<file path="src/rtl/render_pkg.sv">
// render_pkg: screen geometry, colours, FSM state and segment
// encodings shared by the column render sequencer and its calculator.
package render_pkg;

  localparam int SCREEN_W = 160;
  localparam int SCREEN_H = 120;

  localparam logic [17:0] CEIL_COLOUR  = 18'h0F3CF;
  localparam logic [17:0] FLOOR_COLOUR = 18'h09249;

  typedef enum logic [3:0] {
    ST_IDLE,
    ST_REQ_COL,
    ST_WAIT_COL,
    ST_CALC,
    ST_ISSUE,
    ST_WAIT_LINE,
    ST_NEXT_SEG,
    ST_NEXT_COL,
    ST_DONE
  } state_t;

  typedef enum logic [1:0] {
    SEG_CEIL,
    SEG_WALL,
    SEG_FLOOR
  } seg_t;

  // One vertical span: inclusive row bounds plus a valid flag.
  typedef struct packed {
    logic       vld;
    logic [6:0] min_y;
    logic [6:0] max_y;
  } span_t;

endpackage

</file>
<file path="src/rtl/column_segment_calc.sv">
// column_segment_calc: splits one column into ceiling/wall/floor spans.
// in: wall_top, wall_bottom; out: ceil_span, wall_span, floor_span.
module column_segment_calc
  import render_pkg::*;
#(
  parameter int SCREEN_H = render_pkg::SCREEN_H
) (
  input  logic [6:0] wall_top,
  input  logic [6:0] wall_bottom,
  output span_t      ceil_span,
  output span_t      wall_span,
  output span_t      floor_span
);

  localparam logic [7:0] YMAX = 8'(SCREEN_H - 1);

  // 8-bit so b+1 cannot wrap when b is the last row.
  logic [7:0] t;
  logic [7:0] b;
  logic [7:0] t_m1;
  logic [7:0] b_p1;
  logic       empty;

  always_comb begin
    t     = {1'b0, wall_top};
    b     = ({1'b0, wall_bottom} > YMAX) ? YMAX : {1'b0, wall_bottom};
    t_m1  = t - 8'd1;
    b_p1  = b + 8'd1;
    empty = (t > b);

    ceil_span  = '0;
    wall_span  = '0;
    floor_span = '0;

    if (empty) begin
      // Nothing visible: the whole column is ceiling.
      ceil_span.vld   = 1'b1;
      ceil_span.max_y = YMAX[6:0];
    end else begin
      if (t != 8'd0) begin
        ceil_span.vld   = 1'b1;
        ceil_span.max_y = t_m1[6:0];
      end
      wall_span.vld   = 1'b1;
      wall_span.min_y = t[6:0];
      wall_span.max_y = b[6:0];
      if (b < YMAX) begin
        floor_span.vld   = 1'b1;
        floor_span.min_y = b_p1[6:0];
        floor_span.max_y = YMAX[6:0];
      end
    end
  end

endmodule

</file>
<file path="src/rtl/column_render_sequencer.sv">
// column_render_sequencer: per frame walks columns, fetches a wall span
// per column and issues ceiling/wall/floor line commands with start/done.
// in: clock, reset, frame_start, col_valid, wall_*, line_done
// out: busy, frame_done, col_req, col_x, line_start, line_*
module column_render_sequencer
  import render_pkg::*;
#(
  parameter int          SCREEN_W     = render_pkg::SCREEN_W,
  parameter int          SCREEN_H     = render_pkg::SCREEN_H,
  parameter logic [17:0] CEIL_COLOUR  = render_pkg::CEIL_COLOUR,
  parameter logic [17:0] FLOOR_COLOUR = render_pkg::FLOOR_COLOUR
) (
  input  logic        clock,
  input  logic        reset,
  input  logic        frame_start,
  output logic        busy,
  output logic        frame_done,
  output logic        col_req,
  output logic [7:0]  col_x,
  input  logic        col_valid,
  input  logic [6:0]  wall_top,
  input  logic [6:0]  wall_bottom,
  input  logic [17:0] wall_colour,
  output logic        line_start,
  output logic [7:0]  line_x,
  output logic [6:0]  line_min_y,
  output logic [6:0]  line_max_y,
  output logic [17:0] line_colour,
  input  logic        line_done
);

  localparam logic [7:0] LAST_COL = 8'(SCREEN_W - 1);

  state_t      state_q, state_d;
  seg_t        seg_q, seg_d;
  logic [7:0]  col_x_q, col_x_d;
  logic [6:0]  top_q, top_d;
  logic [6:0]  bot_q, bot_d;
  logic [17:0] wcol_q, wcol_d;
  logic [7:0]  lx_q, lx_d;
  logic [6:0]  lmin_q, lmin_d;
  logic [6:0]  lmax_q, lmax_d;
  logic [17:0] lcol_q, lcol_d;

  span_t       ceil_span;
  span_t       wall_span;
  span_t       floor_span;

  logic        has_next;
  seg_t        next_seg;
  span_t       next_span;
  logic [17:0] next_colour;

  column_segment_calc #(
    .SCREEN_H (SCREEN_H)
  ) u_calc (
    .wall_top    (top_q),
    .wall_bottom (bot_q),
    .ceil_span   (ceil_span),
    .wall_span   (wall_span),
    .floor_span  (floor_span)
  );

  // Next non-empty segment in CEIL, WALL, FLOOR order. In CALC the
  // first one is picked; otherwise the one following seg_q.
  always_comb begin
    has_next = 1'b0;
    next_seg = SEG_CEIL;
    if (state_q == ST_CALC) begin
      has_next = 1'b1;
      next_seg = ceil_span.vld ? SEG_CEIL : SEG_WALL;
    end else begin
      case (seg_q)
        SEG_CEIL: begin
          if (wall_span.vld) begin
            has_next = 1'b1;
            next_seg = SEG_WALL;
          end else if (floor_span.vld) begin
            has_next = 1'b1;
            next_seg = SEG_FLOOR;
          end
        end
        SEG_WALL: begin
          if (floor_span.vld) begin
            has_next = 1'b1;
            next_seg = SEG_FLOOR;
          end
        end
        default: ;
      endcase
    end

    next_span   = floor_span;
    next_colour = FLOOR_COLOUR;
    case (next_seg)
      SEG_CEIL: begin
        next_span   = ceil_span;
        next_colour = CEIL_COLOUR;
      end
      SEG_WALL: begin
        next_span   = wall_span;
        next_colour = wcol_q;
      end
      default: ;
    endcase
  end

  always_comb begin
    state_d = state_q;
    seg_d   = seg_q;
    col_x_d = col_x_q;
    top_d   = top_q;
    bot_d   = bot_q;
    wcol_d  = wcol_q;
    lx_d    = lx_q;
    lmin_d  = lmin_q;
    lmax_d  = lmax_q;
    lcol_d  = lcol_q;

    unique case (state_q)
      ST_IDLE: begin
        if (frame_start) begin
          state_d = ST_REQ_COL;
          col_x_d = 8'd0;
        end
      end
      ST_REQ_COL, ST_WAIT_COL: begin
        // col_req is high in both, so a valid in either is taken.
        if (col_valid) begin
          top_d   = wall_top;
          bot_d   = wall_bottom;
          wcol_d  = wall_colour;
          state_d = ST_CALC;
        end else begin
          state_d = ST_WAIT_COL;
        end
      end
      ST_CALC, ST_NEXT_SEG: begin
        if (has_next) begin
          seg_d   = next_seg;
          lx_d    = col_x_q;
          lmin_d  = next_span.min_y;
          lmax_d  = next_span.max_y;
          lcol_d  = next_colour;
          state_d = ST_ISSUE;
        end else begin
          state_d = ST_NEXT_COL;
        end
      end
      ST_ISSUE: begin
        state_d = ST_WAIT_LINE;
      end
      ST_WAIT_LINE: begin
        if (line_done) state_d = ST_NEXT_SEG;
      end
      ST_NEXT_COL: begin
        if (col_x_q == LAST_COL) begin
          state_d = ST_DONE;
        end else begin
          col_x_d = col_x_q + 8'd1;
          state_d = ST_REQ_COL;
        end
      end
      ST_DONE: begin
        state_d = ST_IDLE;
      end
      default: begin
        state_d = ST_IDLE;
      end
    endcase
  end

  always_ff @(posedge clock) begin
    if (reset) begin
      state_q <= ST_IDLE;
      seg_q   <= SEG_CEIL;
      col_x_q <= '0;
      top_q   <= '0;
      bot_q   <= '0;
      wcol_q  <= '0;
      lx_q    <= '0;
      lmin_q  <= '0;
      lmax_q  <= '0;
      lcol_q  <= '0;
    end else begin
      state_q <= state_d;
      seg_q   <= seg_d;
      col_x_q <= col_x_d;
      top_q   <= top_d;
      bot_q   <= bot_d;
      wcol_q  <= wcol_d;
      lx_q    <= lx_d;
      lmin_q  <= lmin_d;
      lmax_q  <= lmax_d;
      lcol_q  <= lcol_d;
    end
  end

  assign busy        = (state_q != ST_IDLE);
  assign frame_done  = (state_q == ST_DONE);
  assign col_req     = (state_q == ST_REQ_COL) ||
                       (state_q == ST_WAIT_COL);
  assign col_x       = col_x_q;
  assign line_start  = (state_q == ST_ISSUE);
  assign line_x      = lx_q;
  assign line_min_y  = lmin_q;
  assign line_max_y  = lmax_q;
  assign line_colour = lcol_q;

endmodule

</file>
<file path="config.mk">
export PLATFORM = sky130hd
export DESIGN_NAME = column_render_sequencer
export DESIGN_NICKNAME = d
export VERILOG_FILES = /design/src/rtl/render_pkg.sv /design/src/rtl/column_segment_calc.sv /design/src/rtl/column_render_sequencer.sv
export SDC_FILE = /design/constraint.sdc
export NUM_CORES = 1
export LEC_CHECK = 0
export ABC_CLOCK_PERIOD_IN_PS = 11000
export CAP_MARGIN = 5
export CORE_MARGIN = 4
export CORE_UTILIZATION = 34
export CTS_CLUSTER_DIAMETER = 80
export CTS_CLUSTER_SIZE = 40
export DETAILED_ROUTE_END_ITERATION = 8
export PLACE_DENSITY_LB_ADDON = 0.3
export SYNTH_ARGS = -nofsm -noshare
export SYNTH_HDL_FRONTEND = slang
export SYNTH_HIERARCHICAL = 1
export SYNTH_SLANG_ARGS = --single-unit
</file>
<file path="constraint.sdc">
create_clock -name clock -period 11 [get_ports clock]
set_input_delay 1.1 -clock clock [delete_from_list [all_inputs] [get_ports clock]]
set_output_delay 1.1 -clock clock [all_outputs]
set_load 0.05 [all_outputs]
</file>
Word-level counts from Yosys, hierarchy flattened
Cells that the tools add are included.
{ "totals": {"ff_bits": 86, "inputBits": 37, "out_inout_bits": 52, "elab_cells": 71} }
{ "classes": {"addsub": 3, "magnitude_cmp": 3, "eq_ne": 14, "muxes": 28, "reduce_logical": 13} }
{ "ops": {"columns": ["op", "count"], "rows": [
  ["$mux W15", 3],
  ["$pmux W18 S2", 1],
  ["$pmux W14 S2", 1],
  ["$pmux W4 S6", 1],
  ["$mux W7", 3],
  ["$eq A4 B3 Y1 const B", 4],
  ["$mux W8", 2],
  ["$pmux W8 S2", 1],
  ["$mux W4", 3],
  ["$add A8 B1 Y8 const B", 1],
  ["$eq A4 B2 Y1 const B", 2],
  ["$eq A8 B8 Y1 const B", 1],
  ["$gt A7 B8 Y1", 1],
  ["$lt A8 B7 Y1 const B", 1],
  ["$mux W2", 4],
  ["$add A7 B1 Y7 const B", 1],
  ["$gt A7 B7 Y1 const B", 1],
  ["$mux W1", 7],
  ["$reduce_bool A7 Y1", 1],
  ["$sub A7 B1 Y7 const B", 1],
  ["$ne A2 B2 Y1 const B", 3],
  ["$reduce_and A2 Y1", 3],
  ["$eq A2 B1 Y1 const B", 2],
  ["$eq A4 B1 Y1 const B", 1],
  ["10 further kinds", 12]
]} }

Longest topological paths before layout
{ "logic_depth": {"ltp_word": 11, "mapped_depth": 17, "mapped_depth_nobuf": 12} }

Modules after synthesis
Netlist, hierarchy kept.
{ "by_module_without_submodules": {"columns": ["mod", "instances", "cells_each", "area_each_um2", "seq_area_each_um2"], "rows": [
  ["column_render_sequencer", 1, 434, 3563.4, 1721.7],
  ["column_segment_calc", 1, 118, 837.1, 0.0]
]} }

Worst setup path before layout
No wires, ideal clock.
{ "synth_timing": {"path_type": "reg-to-reg", "from": "register bot_q[5]", "to": "register lcol_q[12], in the netlist line_colour[12]", "setup_ns": 0.078, "arrival_time_ns": 3.375, "setup_slack_ns": 7.547, "path_stages_with_launch": 17, "cell_sequence": "dfxtp_1 -> and3_1 -> a21oi_1 -> ha_1 -> and3b_1 -> o21ai_1 -> o2111ai_2 -> buf_2 -> a21oi_1 -> buf_4 -> inv_1 -> a211oi_4 -> or2_1 -> buf_6 -> buf_6 -> nor2_1 -> nor3_1"} }
{ "synth_rtl": {"columns": ["element", "line_no", "rtl"], "rows": [
  ["start, declared", "column_render_sequencer.sv:38", "logic [6:0] bot_q, bot_d;"],
  ["start signal, assigned", "column_render_sequencer.sv:190", "bot_q <= bot_d;"],
  ["end signal, assigned", "column_render_sequencer.sv:195", "lcol_q <= lcol_d;"],
  ["end, declared", "column_render_sequencer.sv:43", "logic [17:0] lcol_q, lcol_d;"]
]} }

Worst setup path after layout
{ "layout_timing": {"from": "register bot_q[4]", "to": "register lcol_q[14], in the netlist line_colour[14]"} }
{ "layout_between": {"elab_chain_len": 11, "word_cells_on_any_way": 21} }
{ "layout_lines": {"columns": ["element", "line_no", "rtl"], "rows": [
  ["$gt A7 B7 Y1", "column_segment_calc.sv:26", "b = ({1'b0, wall_bottom} > YMAX) ? YMAX : {1'b0, wall_bottom};"],
  ["$mux W7 *", "column_segment_calc.sv:26", null],
  ["$lt A8 B7 Y1", "column_segment_calc.sv:47", "if (b < YMAX) begin"],
  ["$mux W15", "column_segment_calc.sv:47", null],
  ["$mux W15", "column_segment_calc.sv:35", "if (empty) begin"],
  ["$mux W2", "column_render_sequencer.sv:78, column_render_sequencer.sv:84", null],
  ["$mux W2", "column_render_sequencer.sv:75", "if (wall_span.vld) begin"],
  ["$pmux W2 S2", "column_render_sequencer.sv:73", "case (seg_q)"],
  ["$mux W2", "column_render_sequencer.sv:69", "if (state_q == ST_CALC) begin"],
  ["$eq A2 B1 Y1 or $logic_not A2 Y1 (tied branches)", "column_render_sequencer.sv:95", "case (next_seg)"],
  ["$pmux W18 S2", "column_render_sequencer.sv:95", null]
]} }
Every way passes the cells marked *; elsewhere a longest branch is shown, timed or not.
A chain may end at the register's enable or synchronous reset.

==> results.json <==
{
  "fill_cells": 1278,
  "clk_path_buf_depth": 2,
  "postCtsHoldBufs": 0,
  "finalSetupViolations": 0,
  "multi_input_area_mm2": 0.002362,
  "synthFlopType": "dfxtp_1",
  "vias": 4049,
  "rsz0062_at_grt": "no",
  "drc_errors": 0,
  "cap_violations": 0,
  "h-tree-depth": 3,
  "drt-wirelength-per-cell_um": 15.18,
  "grtUsageTotal_pct": 16.02,
  "yosys.cell_types.count": 63,
  "layout_commonest_cell": "nand2_1",
  "slew_headroom_pct": 23.18,
  "die_w_um": 121.8,
  "synth_cells": 552,
  "antenna_found_initial": 0,
  "cts_setup_buffers": 0,
  "max_stage_delay_ps": 870,
  "stdcell_count": 786,
  "grt_pass1_wl_um": 19170,
  "drive_gt1_share_pct": 5.049,
  "cp-end-kind": "flip-flop",
  "finalHoldViolCount": 0,
  "cts_root_buf": "clkbuf_16",
  "finalWirelength_um": 11930,
  "slew_violations": 0,
  "numCtsBuffers": 9,
  "utilization_pct": 43.90,
  "dp_cells": 770,
  "worstSetupStartpointType": "flip-flop",
  "globalplace.congestion": 0.9301,
  "synth-seq-cells": 86,
  "synth_edf_count": 0,
  "drt_first_pass_iters": 7,
  "synth_area_per_cell_um2": 7.972,
  "first_iter_violations": 205,
  "final_cell_mix": "nand2_1, clkdlybuf4s50_1, dfxtp_1",
  "cp_slowest_cell": "or2_1",
  "port_buffers": 88,
  "vdd_drop_max_mv": 0.1520,
  "crit_fanout": 28,
  "cts_sinks": 86,
  "hpwl_um": 8443,
  "arrival_ps": 5290,
  "post-route-period-util_pct": 46.07,
  "io_pins": 89,
  "fin_tns_setup_ps": 0,
  "die_area_mm2": 0.01483,
  "yosys_warnings": 6,
  "hold_path_class": "flip-flop to flip-flop",
  "ant_nets": 0,
  "yosysSeqAreaShare_pct": 39.12,
  "tightestPinTransition_ps": 1152,
  "antennaDiodeCount": 0,
  "core-area_mm2": 0.01267,
  "min_period_ps": 5068,
  "clk_pin_slew_ps": 60,
  "start_util_pct": 34.73,
  "synthToLayoutAreaGrowth_pct": 26.41,
  "worstSkewPairLatency_ps": 340,
  "vias_per_cell": 5.151,
  "clock.fmax_mhz": 197.3,
  "crit_chain": "and3_1, a21oi_1, ha_1, and3b_1, o21ai_1, o2111ai_2, a21oi_1, inv_1, a211oi_4, or2_1, nor2_1, o2bb2ai_1",
  "cellPowerDensity_mw_per_mm2": 292.3,
  "leakagePower_nw": 1.926,
  "async_reset_ff_share_pct": 0,
  "row_count": 41,
  "fin_skew_ps": 6.158,
  "cts_tree": "done",
  "status": "finished, final reports clean",
  "synth.cell_area_mm2": 0.004400,
  "die_y_um": 121.8,
  "seq_area_mm2": 0.001722,
  "cpMostUsedCell": "a21oi_1",
  "final_nets": 655,
  "grt_max_degree": 78,
  "worstPathRequired_ps": 11220,
  "cts_resized": 0,
  "grt_pass1_vias": 3857,
  "critPathKind": "flip-flop to flip-flop",
  "grt_remaining_overflow": 0
}
cell type report:
class                   count  area share [%]
well taps                 172           3.869
clock inverters             5           1.912
inverters                   9          0.6073
flip-flops and latches     86           30.95
repair buffers             90           16.01
multi-input cells         413           42.47
clock buffers              11           4.184
critical path, delay by kind of cell (launching register included):
| family | cells | cell delay [ps] |
|---|---|---|
| compound gates | 6 | 2260 |
| fa+ha+maj | 1 | 360 |
| buf+inv | 1 | 240 |
| flops | 1 | 480 |
| simple gates | 4 | 1600 |
metal layers:
layer | vias to the layer above | GRT usage (%) | wire length (um)
li1 | 2038 | - | -
met1 | 1880 | 20.58 | 5465
met2 | 110 | 24.93 | 5397
met3 | 21 | 5.850 | 839
met4 | 0 | 5.392 | 228
met5 | - | 0 | 0
synthesized netlist by cell type, drive strengths merged (2+ instances only):
library cell | instances | share of area (%)
a22o | 2 | 0.40
a21boi | 7 | 1.3
clkbuf | 16 | 1.4
and2 | 2 | 0.28
o2bb2ai | 6 | 1.2
dfxtp | 86 | 39
nand3 | 17 | 1.9
o21ai | 10 | 1.1
o2111ai | 2 | 0.68
a22oi | 5 | 0.85
xor2 | 3 | 0.60
nand4bb | 2 | 0.88
or2 | 2 | 0.28
ha | 9 | 2.6
and3 | 3 | 0.43
nor2b | 2 | 0.28
a21oi | 85 | 9.7
a21o | 9 | 1.5
buf | 35 | 5.7
nand2 | 115 | 9.8
o31ai | 2 | 0.34
nor3 | 21 | 2.5
a221oi | 3 | 0.60
nand2b | 4 | 0.57
inv | 9 | 0.77
nor4b | 2 | 0.40
a222oi | 7 | 1.6
xnor2 | 11 | 2.2
a2111oi | 2 | 0.54
nand4 | 3 | 0.43
a211oi | 12 | 2.4
nor2 | 39 | 3.4
path summary, 6_finish.rpt:
| path | startpoint | endpoint | slack (ps) | depth (start not counted) |
|---|---|---|---|---|
| setup reg to reg | bot_q[4]$_SDFFE_PP0P_ | line_colour[14]$_SDFFE_PP0P_ | 5930 | 12 |
| setup / recovery | bot_q[4]$_SDFFE_PP0P_ | line_colour[14]$_SDFFE_PP0P_ | 5930 | 12 |
| hold / removal | line_colour[5]$_SDFFE_PP0P_ | line_colour[5]$_SDFFE_PP0P_ | 450 | 2 |
| hold reg to reg | line_colour[5]$_SDFFE_PP0P_ | line_colour[5]$_SDFFE_PP0P_ | 450 | 2 |
per-stage QoR:
| stage | hold slack, ps | total power, W | instance area (um2) | setup WS [ps] |
|---|---|---|---|---|
| 2_1_floorplan | 433.0 | 0.001164 | 4427 | 7547 |
| 3_3_place_gp | 444.0 | 0.001272 | 5224 | 6275 |
| 3_5_place_dp | 446.7 | 0.001279 | 5224 | 6047 |
| 4_1_cts | 454.3 | 0.001631 | 5563 | 6020 |
| 5_1_grt | 472.1 | 0.001746 | 5563 | 5549 |
| 6_report | 449.4 | 0.001626 | 5563 | 5932 |
cell families after synthesis:
kind of cell             synth area share, %
AO/OA/AOI/OAI                          24.37
XOR/XNOR                               2.787
adder cells (fa/ha/maj)                2.559
buffers and inverters                  7.791
flip-flops                             39.12
multiplexers                          0.2275
other                                0.08522
AND/OR/NAND/NOR                        23.06
power breakdown:
| group | internal [W] | total, W | switching (W) |
|---|---|---|---|
| registers | 0.000363 | 0.000416 | 0.0000532 |
| clock network | 0.000223 | 0.000347 | 0.000124 |
| logic | 0.000260 | 0.000863 | 0.000603 |
| total | 0.000846 | 0.00163 | 0.000779 |
registers in the layout (all words and copies together), names as in the netlist:
name,flops
seg_q,2
state_q,4
top_q,7
line_max_y,7
line_colour,18
line_x,8
bot_q,7
col_x,8
wcol_q,18
line_min_y,7
(Power assumes the default switching activity.)
